[src/rtl/fxp_pkg.sv]
// Shared definitions for the fixed-point ALU pipeline: op encoding and
// elaboration-time helpers.
package fxp_pkg;

    typedef logic [1:0] op_t;

    localparam op_t OP_ADD  = 2'b00;
    localparam op_t OP_SUB  = 2'b01;
    localparam op_t OP_MUL  = 2'b10;
    localparam op_t OP_PASS = 2'b11;

    function automatic int unsigned fxp_max(input int unsigned x, input int unsigned y);
        return (x > y) ? x : y;
    endfunction

endpackage

[src/rtl/fxp_round_sat.sv]
// Combinational format conversion: round half up (or exact left shift) from
// IN_FRAC to OUT_FRAC fractional bits, then clip to OUT_W signed bits.
module fxp_round_sat
    import fxp_pkg::*;
#(
    parameter int unsigned IN_W     = 34,
    parameter int unsigned IN_FRAC  = 26,
    parameter int unsigned OUT_W    = 18,
    parameter int unsigned OUT_FRAC = 14
) (
    input  logic signed [IN_W-1:0]  x,
    output logic signed [OUT_W-1:0] y,
    output logic                    sat
);

    localparam int unsigned RSH = (IN_FRAC > OUT_FRAC) ? IN_FRAC - OUT_FRAC : 0;
    localparam int unsigned LSH = (OUT_FRAC > IN_FRAC) ? OUT_FRAC - IN_FRAC : 0;
    // Wide enough for the rounding carry, the left shift and both clip bounds.
    localparam int unsigned EW  = fxp_max(IN_W + 1 + LSH, OUT_W + 1);

    localparam logic signed [EW-1:0] Y_MAX = {{(EW - OUT_W + 1){1'b0}}, {(OUT_W - 1){1'b1}}};
    localparam logic signed [EW-1:0] Y_MIN = {{(EW - OUT_W + 1){1'b1}}, {(OUT_W - 1){1'b0}}};

    logic signed [EW-1:0] ext;
    logic signed [EW-1:0] rnd;

    assign ext = EW'(x);

    if (RSH > 0) begin : g_round
        localparam logic signed [EW-1:0] HALF = EW'(1) << (RSH - 1);
        assign rnd = (ext + HALF) >>> RSH;
    end else begin : g_shift
        assign rnd = ext <<< LSH;
    end

    always_comb begin
        sat = 1'b0;
        y   = rnd[OUT_W-1:0];
        if (rnd > Y_MAX) begin
            sat = 1'b1;
            y   = {1'b0, {(OUT_W - 1){1'b1}}};
        end else if (rnd < Y_MIN) begin
            sat = 1'b1;
            y   = {1'b1, {(OUT_W - 1){1'b0}}};
        end
    end

endmodule

[src/rtl/fxp_alu_pipe.sv]
// Three-stage fixed-point add/sub/mul/pass unit with independent operand Q
// formats, round-half-up and saturation to the output format, and a
// valid/ready stream interface.
module fxp_alu_pipe
    import fxp_pkg::*;
#(
    parameter int unsigned A_W    = 17,
    parameter int unsigned A_FRAC = 14,
    parameter int unsigned B_W    = 17,
    parameter int unsigned B_FRAC = 12,
    parameter int unsigned Y_W    = 18,
    parameter int unsigned Y_FRAC = 14,
    parameter int unsigned CNT_W  = 16
) (
    input  logic                  clk,
    input  logic                  rst,
    input  logic                  in_valid,
    output logic                  in_ready,
    input  op_t                   op,
    input  logic signed [A_W-1:0] a,
    input  logic signed [B_W-1:0] b,
    output logic                  out_valid,
    input  logic                  out_ready,
    output logic signed [Y_W-1:0] y,
    output logic                  sat,
    input  logic                  sat_clr,
    output logic [CNT_W-1:0]      sat_count
);

    localparam int unsigned F      = fxp_max(A_FRAC, B_FRAC);
    localparam int unsigned AL_W   = fxp_max(A_W - A_FRAC, B_W - B_FRAC) + F;
    localparam int unsigned SUM_W  = AL_W + 1;
    localparam int unsigned P_W    = A_W + B_W;
    localparam int unsigned P_FRAC = A_FRAC + B_FRAC;
    // Common S2 format: product's fraction, enough integer bits for either path.
    localparam int unsigned R_W    = fxp_max(SUM_W - F, P_W - P_FRAC) + P_FRAC;

    if (Y_FRAC > A_FRAC + B_FRAC || A_W < 2 || B_W < 2 || Y_W < 2 || CNT_W < 2)
    begin : g_param_check
        $error("fxp_alu_pipe: illegal parameter combination");
    end

    logic                    advance;
    logic                    s1_valid;
    op_t                     s1_op;
    logic signed [A_W-1:0]   s1_a;
    logic signed [B_W-1:0]   s1_b;
    logic signed [AL_W-1:0]  s1_aa;
    logic signed [AL_W-1:0]  s1_ba;
    logic                    s2_valid;
    logic signed [R_W-1:0]   s2_r;
    logic signed [SUM_W-1:0] sum;
    logic signed [P_W-1:0]   prod;
    logic signed [R_W-1:0]   r_d;
    logic signed [Y_W-1:0]   rs_y;
    logic                    rs_sat;

    assign advance  = !out_valid || out_ready;
    assign in_ready = advance;

    always_comb begin
        sum = '0;
        case (s1_op)
            OP_ADD:  sum = SUM_W'(s1_aa) + SUM_W'(s1_ba);
            OP_SUB:  sum = SUM_W'(s1_aa) - SUM_W'(s1_ba);
            default: sum = SUM_W'(s1_aa);
        endcase
        prod = P_W'(s1_a) * P_W'(s1_b);
        if (s1_op == OP_MUL) begin
            r_d = R_W'(prod);
        end else begin
            r_d = R_W'(sum) <<< (P_FRAC - F);
        end
    end

    fxp_round_sat #(
        .IN_W     (R_W),
        .IN_FRAC  (P_FRAC),
        .OUT_W    (Y_W),
        .OUT_FRAC (Y_FRAC)
    ) u_round_sat (
        .x   (s2_r),
        .y   (rs_y),
        .sat (rs_sat)
    );

    always_ff @(posedge clk or posedge rst) begin
        if (rst) begin
            s1_valid  <= 1'b0;
            s1_op     <= OP_ADD;
            s1_a      <= '0;
            s1_b      <= '0;
            s1_aa     <= '0;
            s1_ba     <= '0;
            s2_valid  <= 1'b0;
            s2_r      <= '0;
            out_valid <= 1'b0;
            y         <= '0;
            sat       <= 1'b0;
        end else if (advance) begin
            s1_valid <= in_valid;
            if (in_valid) begin
                s1_op <= op;
                s1_a  <= a;
                s1_b  <= b;
                s1_aa <= AL_W'(a) <<< (F - A_FRAC);
                s1_ba <= AL_W'(b) <<< (F - B_FRAC);
            end
            s2_valid <= s1_valid;
            if (s1_valid) begin
                s2_r <= r_d;
            end
            out_valid <= s2_valid;
            if (s2_valid) begin
                y   <= rs_y;
                sat <= rs_sat;
            end
        end
    end

    always_ff @(posedge clk or posedge rst) begin
        if (rst) begin
            sat_count <= '0;
        end else if (sat_clr) begin
            sat_count <= '0;
        end else if (out_valid && out_ready && sat && (sat_count != '1)) begin
            sat_count <= sat_count + CNT_W'(1);
        end
    end

endmodule

[config.mk]
export PLATFORM = sky130hd
export DESIGN_NAME = fxp_alu_pipe
export DESIGN_NICKNAME = d
export VERILOG_FILES = /design/src/rtl/fxp_pkg.sv /design/src/rtl/fxp_round_sat.sv /design/src/rtl/fxp_alu_pipe.sv
export SDC_FILE = /design/constraint.sdc
export NUM_CORES = 1
export LEC_CHECK = 0
export BUFFER_PORTS_ARGS = -buffer_cell sky130_fd_sc_hd__buf_4
export CORE_UTILIZATION = 24
export CTS_BUF_LIST = sky130_fd_sc_hd__clkbuf_4
export DETAILED_ROUTE_END_ITERATION = 16
export GPL_TIMING_DRIVEN = 0
export PLACE_DENSITY = 0.38
export SETUP_SLACK_MARGIN = 0.1
export SYNTH_ARGS = -nofsm -noshare
export SYNTH_HDL_FRONTEND = slang
export SYNTH_SLANG_ARGS = --single-unit
export TNS_END_PERCENT = 1
[constraint.sdc]
create_clock -name clk -period 6.87 [get_ports clk]
set_input_delay 0.687 -clock clk [delete_from_list [all_inputs] [get_ports clk]]
set_output_delay 0.687 -clock clk [all_outputs]
set_load 0.05 [all_outputs]
* After elaboration in Yosys (flattened, before gate mapping) *
Cells that the tools add are included.

storage, ports and cells
  output and inout bits = 37
  register bits = 125
  word-level logic and storage cells = 39
  input port bits = 41

cells by class
  multiplexer cells = 8
  $lt $le $gt $ge = 2
  multiply operators = 1
  reduce and logical (&&, ||, !) cells = 10
  add/subtract/negate cells = 4
  equal/unequal tests = 3

operator list
  kind                      count
  $pmux W20 S2              1
  $mux W18                  2
  $add A34 B13 Y35 const B  1
  $mul A17 B17 Y34          1
  $mux W34                  1
  $mux W16                  2
  $gt A23 B18 Y1 const B    1
  $lt A23 B18 Y1 const B    1
  $add A17 B19 Y20          1
  $sub A17 B19 Y20          1
  $add A16 B1 Y16 const B   1
  $ne A16 B16 Y1 const B    1
  $reduce_and A2 Y1         3
  $logic_and A1 B1 Y1       3
  $eq A2 B1 Y1 const B      1
  $eq A2 B2 Y1 const B      1
  $logic_not A2 Y1          1
  $mux W1                   2
  $reduce_bool A2 Y1        1
  $logic_not A1 Y1          1
  $logic_or A1 B1 Y1        1

* Depth between registers and ports, before layout *
  depth after elaboration = 5
  gate-level depth with buffers = 26

* Cells and area by module *
From an unflattened synthesis, not the netlist that was laid out.

unflattened totals
  cell total of the unflattened synthesis = 1,902
  area total of the unflattened synthesis = 17,586.9 sq um

by module, submodules not included
  module         sequential area each (sq um)  times used  area each (sq um)  cells an instance
  fxp_alu_pipe   2,702.6                       1           16,758.6           1,799
  fxp_round_sat  0.0                           1           828.3              103

* Worst setup path after synthesis *
Ideal clock, no wire load.

  path type = reg2reg
  start = register, netlist name s1_aa[16]
  end = register s2_r[33]
  slack = 247 ps
  path buffers = 2
  data required time = 6,788 ps
  stages on the path, launching flop included = 22
  data arrival time = 6,541 ps
  cells stage by stage = dfrtp_1 clkbuf_1 clkbuf_1 nand2_1 fa_1 inv_1 fa_1 fa_1 fa_1 fa_1 inv_1 fa_1 inv_1 ha_1 o21ai_0 nor2_1 o41ai_1 nand3_1 o211ai_2 a21boi_1 or4_1 a31oi_1

on the way
  word-level cells in the longest chain between the ends = 3

ends and longest elaborated chain
  item                                                         line                                    RTL
  $sub A17 B19 Y20 / $add A17 B19 Y20 (equally long branches)  fxp_alu_pipe.sv:65, fxp_alu_pipe.sv:64
  $pmux W20 S2 (*)                                             fxp_alu_pipe.sv:63                      case (s1_op)
  $mux W34 (*)                                                 fxp_alu_pipe.sv:69                      if (s1_op == OP_MUL) begin
  to (signal assigned)                                         fxp_alu_pipe.sv:111                     s2_r <= r_d;
  to (decl)                                                    fxp_alu_pipe.sv:51                      logic signed [R_W-1:0] s2_r;

Every way passes the cells marked *; elsewhere a longest branch is shown, timed or not.
A chain may end at the register's enable or synchronous reset.

* Final worst setup path *
  start = register s1_ba[5]
  end = register s2_r[33]

on the way
  word-level cells in the longest chain between the ends = 3

ends and longest elaborated chain
  item                                                      line                 RTL
  from (decl)                                               fxp_alu_pipe.sv:49   logic signed [AL_W-1:0] s1_ba;
  from (signal assigned)                                    fxp_alu_pipe.sv:107  s1_ba <= AL_W'(b) <<< (F - B_FRAC);
  branches (longest 2 deep; another with $mul A17 B17 Y34)  --
  $mux W34 (*)                                              fxp_alu_pipe.sv:69

Mark *: on every way between the ends.

==> results.tsv <==
stage	metric	value	unit
global_route	grt_pass1_wl	86100	µm
timing	finalWorstSetupSlack	243	ps
timing	rsz0062_at_grt	no	
clocking	cts_root_buffer	clkbuf_4	
floorplan	die_w	266	µm
yosys	synth_top_flop_cell	dfrtp_1	
global_route	grt_use_met1	22.3	%
yosys	syn_inst	1836	
clocking	clk_pin_slew_worst_paths	180	ps
layout	drive_gt1_share	15.2	%
timing	worst_pin_slew	837	ps
global_route	use_met2	28.2	%
route	vias	13045	
yosys	synthMostInstantiatedCell	inv_1	
route	wl	55900	µm
layout	finish.utilization	28.6	%
global_route	antenna_found_initial	4	
setup_path	critPathSlowestCell	fa_2	
yosys	synth_commonest_cells	inv_1, fa_1, nand2_1, and2_1, ha_1	
global_route	first_global_vias	14004	
route	drt_iter0_drc	764	
floorplan	core_area	68800	µm²
timing	whs	170	ps
route	final_antenna_net_count	0	
floorplan	start_util	24.4	%
route	drt-pass1-iter-count	5	
setup_path	worstPathCellList	buf_8 -> buf_6 -> nand2_1 -> inv_1 -> fa_2 -> fa_2 -> buf_12 -> fa_1 -> fa_2 -> fa_1 -> inv_1 -> fa_1 -> inv_1 -> ha_4 -> a211oi_2 -> nor2_1 -> o41ai_2 -> nand3_2 -> o211ai_2 -> a21boi_1 -> or4_1 -> a31oi_1	
yosys	synth_top_area_cell	fa_1	
yosys	syn_area	16800	µm²
yosys	yosysWarnings	0	
placement	portBuffers	76	
yosys	ys_seq_area_share	14.5	%
timing	fin_crit	6630	ps
setup_path	path_max_fanout	10	
yosys	ys_ff_latch	97	
timing	period_share	96.5	%
yosys	synth.top_cell.area_share	35.3	%
yosys	synth_area_leaders	fa_1, dfrtp_1, inv_1, ha_1, and2_1	
yosys	synth_area_per_cell	9.14	µm²
clocking	cts_hold_buf	0	
placement	dp_slack	-1200	ps
layout	n_fill_cell	7376	
global_route	grt_util_met3	0.924	%
timing	setup_viol	0	
clocking	cts_max_level	3	
yosys	synthArstFlopShare	100	%
timing	hold_viol_final	0	
global_route	busiest_layer	met2	
clocking	cts_made_buffers	9	
floorplan	num_rows	96	
flow_run	cap_violations	0	
placement	dp_hpwl	45000	µm
placement	place_congestion	0.827	
setup_path	critPathBufInv	6	
setup_path	arrival	7060	ps
timing	totalNegativeSetupSlack	0	ps
setup_path	start_kind	register	
floorplan	ios	78	
floorplan	dieArea	70900	µm²
layout	area_growth	17.3	%
setup_path	crit_family	adder cells	
setup_path	cpPeakStageDelay	600	ps
yosys	synth_edf_count	0	
yosys	synth_cell_types	64	
clocking	clock_latency	500	ps
setup_path	endpoint_kind	register	
outcome	status	finished, final reports clean	
yosys	syn_nets	2275	
route	route.detailed.wl_per_inst	19.2	µm
hold_path	hp-class	primary input to asynchronous set/reset pin	
global_route	grt_usage	16.2	%
global_route	grt-ovfl-total	0	
layout	fin_nets	2403	
route	drc_errors	0	
clocking	cts_tree	built	
clocking	clockBufferDepth	2	
timing	worst_slew_margin_rel	44.2	%
global_route	grt_max_degree	69	
timing	finClkSkew	23.5	ps
timing	fmax	151	MHz
setup_path	cp.required	7310	ps
setup_path	crit_type	register to register	
clocking	cts_sinks	97	
floorplan	die_h	266	µm
route	viasPerCell	4.49	
timing	slew_viol_final	0	
## cells by family (layout without fill, tap and decap cells)
family / Yosys count / count (layout) / synth area share [%]
AND/OR/NAND/NOR: 539 / 539 / 16.0
buffers and inverters: 457 / 590 / 10.2
adder cells (fa/ha/maj): 398 / 398 / 42.9
AO/OA/AOI/OAI: 214 / 214 / 8.85
flip-flops: 97 / 97 / 14.5
XOR/XNOR: 84 / 84 / 4.39
multiplexers: 47 / 47 / 3.08
other: 0 / 4 / 0
## worst register-to-register path, stage by stage, from the launching register on
cell and delay (ps):
dfrtp_1 460, buf_8 180, buf_6 170, nand2_1 100
inv_1 70, fa_2 600, fa_2 490, buf_12 160
fa_1 510, fa_2 470, fa_1 540, inv_1 50
fa_1 570, inv_1 90, ha_4 250, a211oi_2 240
nor2_1 100, o41ai_2 390, nand3_2 150, o211ai_2 250
a21boi_1 110, or4_1 470, a31oi_1 170
## worst paths after layout
check / from / to / slack [ps] / cells past startpoint
worst max-delay path: s1_ba[5]$_DFFE_PP0P_ / s2_r[33]$_DFFE_PP0P_ / 240 / 22
worst min-delay path: rst / s1_aa[6]$_DFFE_PP0P_ / 170 / 2
worst max register to register: s1_ba[5]$_DFFE_PP0P_ / s2_r[33]$_DFFE_PP0P_ / 240 / 22
worst min register to register: y[14]$_DFFE_PP0P_ / y[14]$_DFFE_PP0P_ / 540 / 1
max in group asynchronous: rst / s2_r[20]$_DFFE_PP0P_ / 5970 / 3
min in group clk: a[0] / s1_aa[0]$_DFFE_PP0P_ / 400 / 2
## layer usage
metal  share of wire [%]  vias to the layer above
li1                    -                     5982
met1                  46                     6801
met2                  50                      225
met3                 2.5                       37
met4                 1.5                        0
met5                   0                        -
## cell usage in the layout, fill, tap and decap left out, types with 10 or more instances in the layout
master    instances
inv_1           360
fa_1            289
nand2_1         184
and2_1          147
buf_4           128
ha_1             94
dfrtp_1          87
nor2_1           81
xnor2_1          49
a21oi_1          43
o21ai_0          39
mux2_2           37
xor2_1           35
nand3_1          26
clkbuf_1         23
and3_1           21
a221o_1          19
buf_6            18
clkbuf_4         15
a31oi_1          15
a21o_1           15
nand2b_1         14
nand4_1          13
nor3_1           13
mux2i_1          10
o21a_1           10
## sequential cells by signal, summed over array words and instances, names as in the netlist
name       flops
out_valid      1
s1_aa         17
s1_ba         17
s1_op          2
s1_valid       1
s2_r          23
s2_valid       1
sat            1
sat_count     16
y             18
## layout make-up
| cell class | instances | area (µm²) | area share [%] |
|---|---|---|---|
| Multi-Input combinational cell | 1282 | 12800 | 65.2 |
| Sequential cell | 97 | 2440 | 12.4 |
| Inverter | 364 | 1370 | 6.98 |
| Tap cell | 931 | 1160 | 5.92 |
| Timing Repair Buffer | 120 | 946 | 4.81 |
| Buffer | 90 | 771 | 3.92 |
| Clock buffer | 10 | 75.1 | 0.382 |
| Clock inverter | 6 | 73.8 | 0.375 |
| Antenna cell | 4 | 10.0 | 0.0509 |
## metrics by stage
stage / instances / cell area (µm²)
after floorplan: 1836 / 16800
after global placement: 2843 / 18500
after detailed placement: 2844 / 18500
after CTS: 2866 / 19100
after global routing: 2901 / 19700
final: 2904 / 19700
## repair_timing
action,CTS,global route
gates resized for setup,147,130
buffers inserted,7,35
endpoints found under the setup margin,21,17
pin swaps,4,11
cloned,0,1
Power is not shown: default switching activity piles up to over one toggle a cycle in this logic, so the estimate is an artifact.
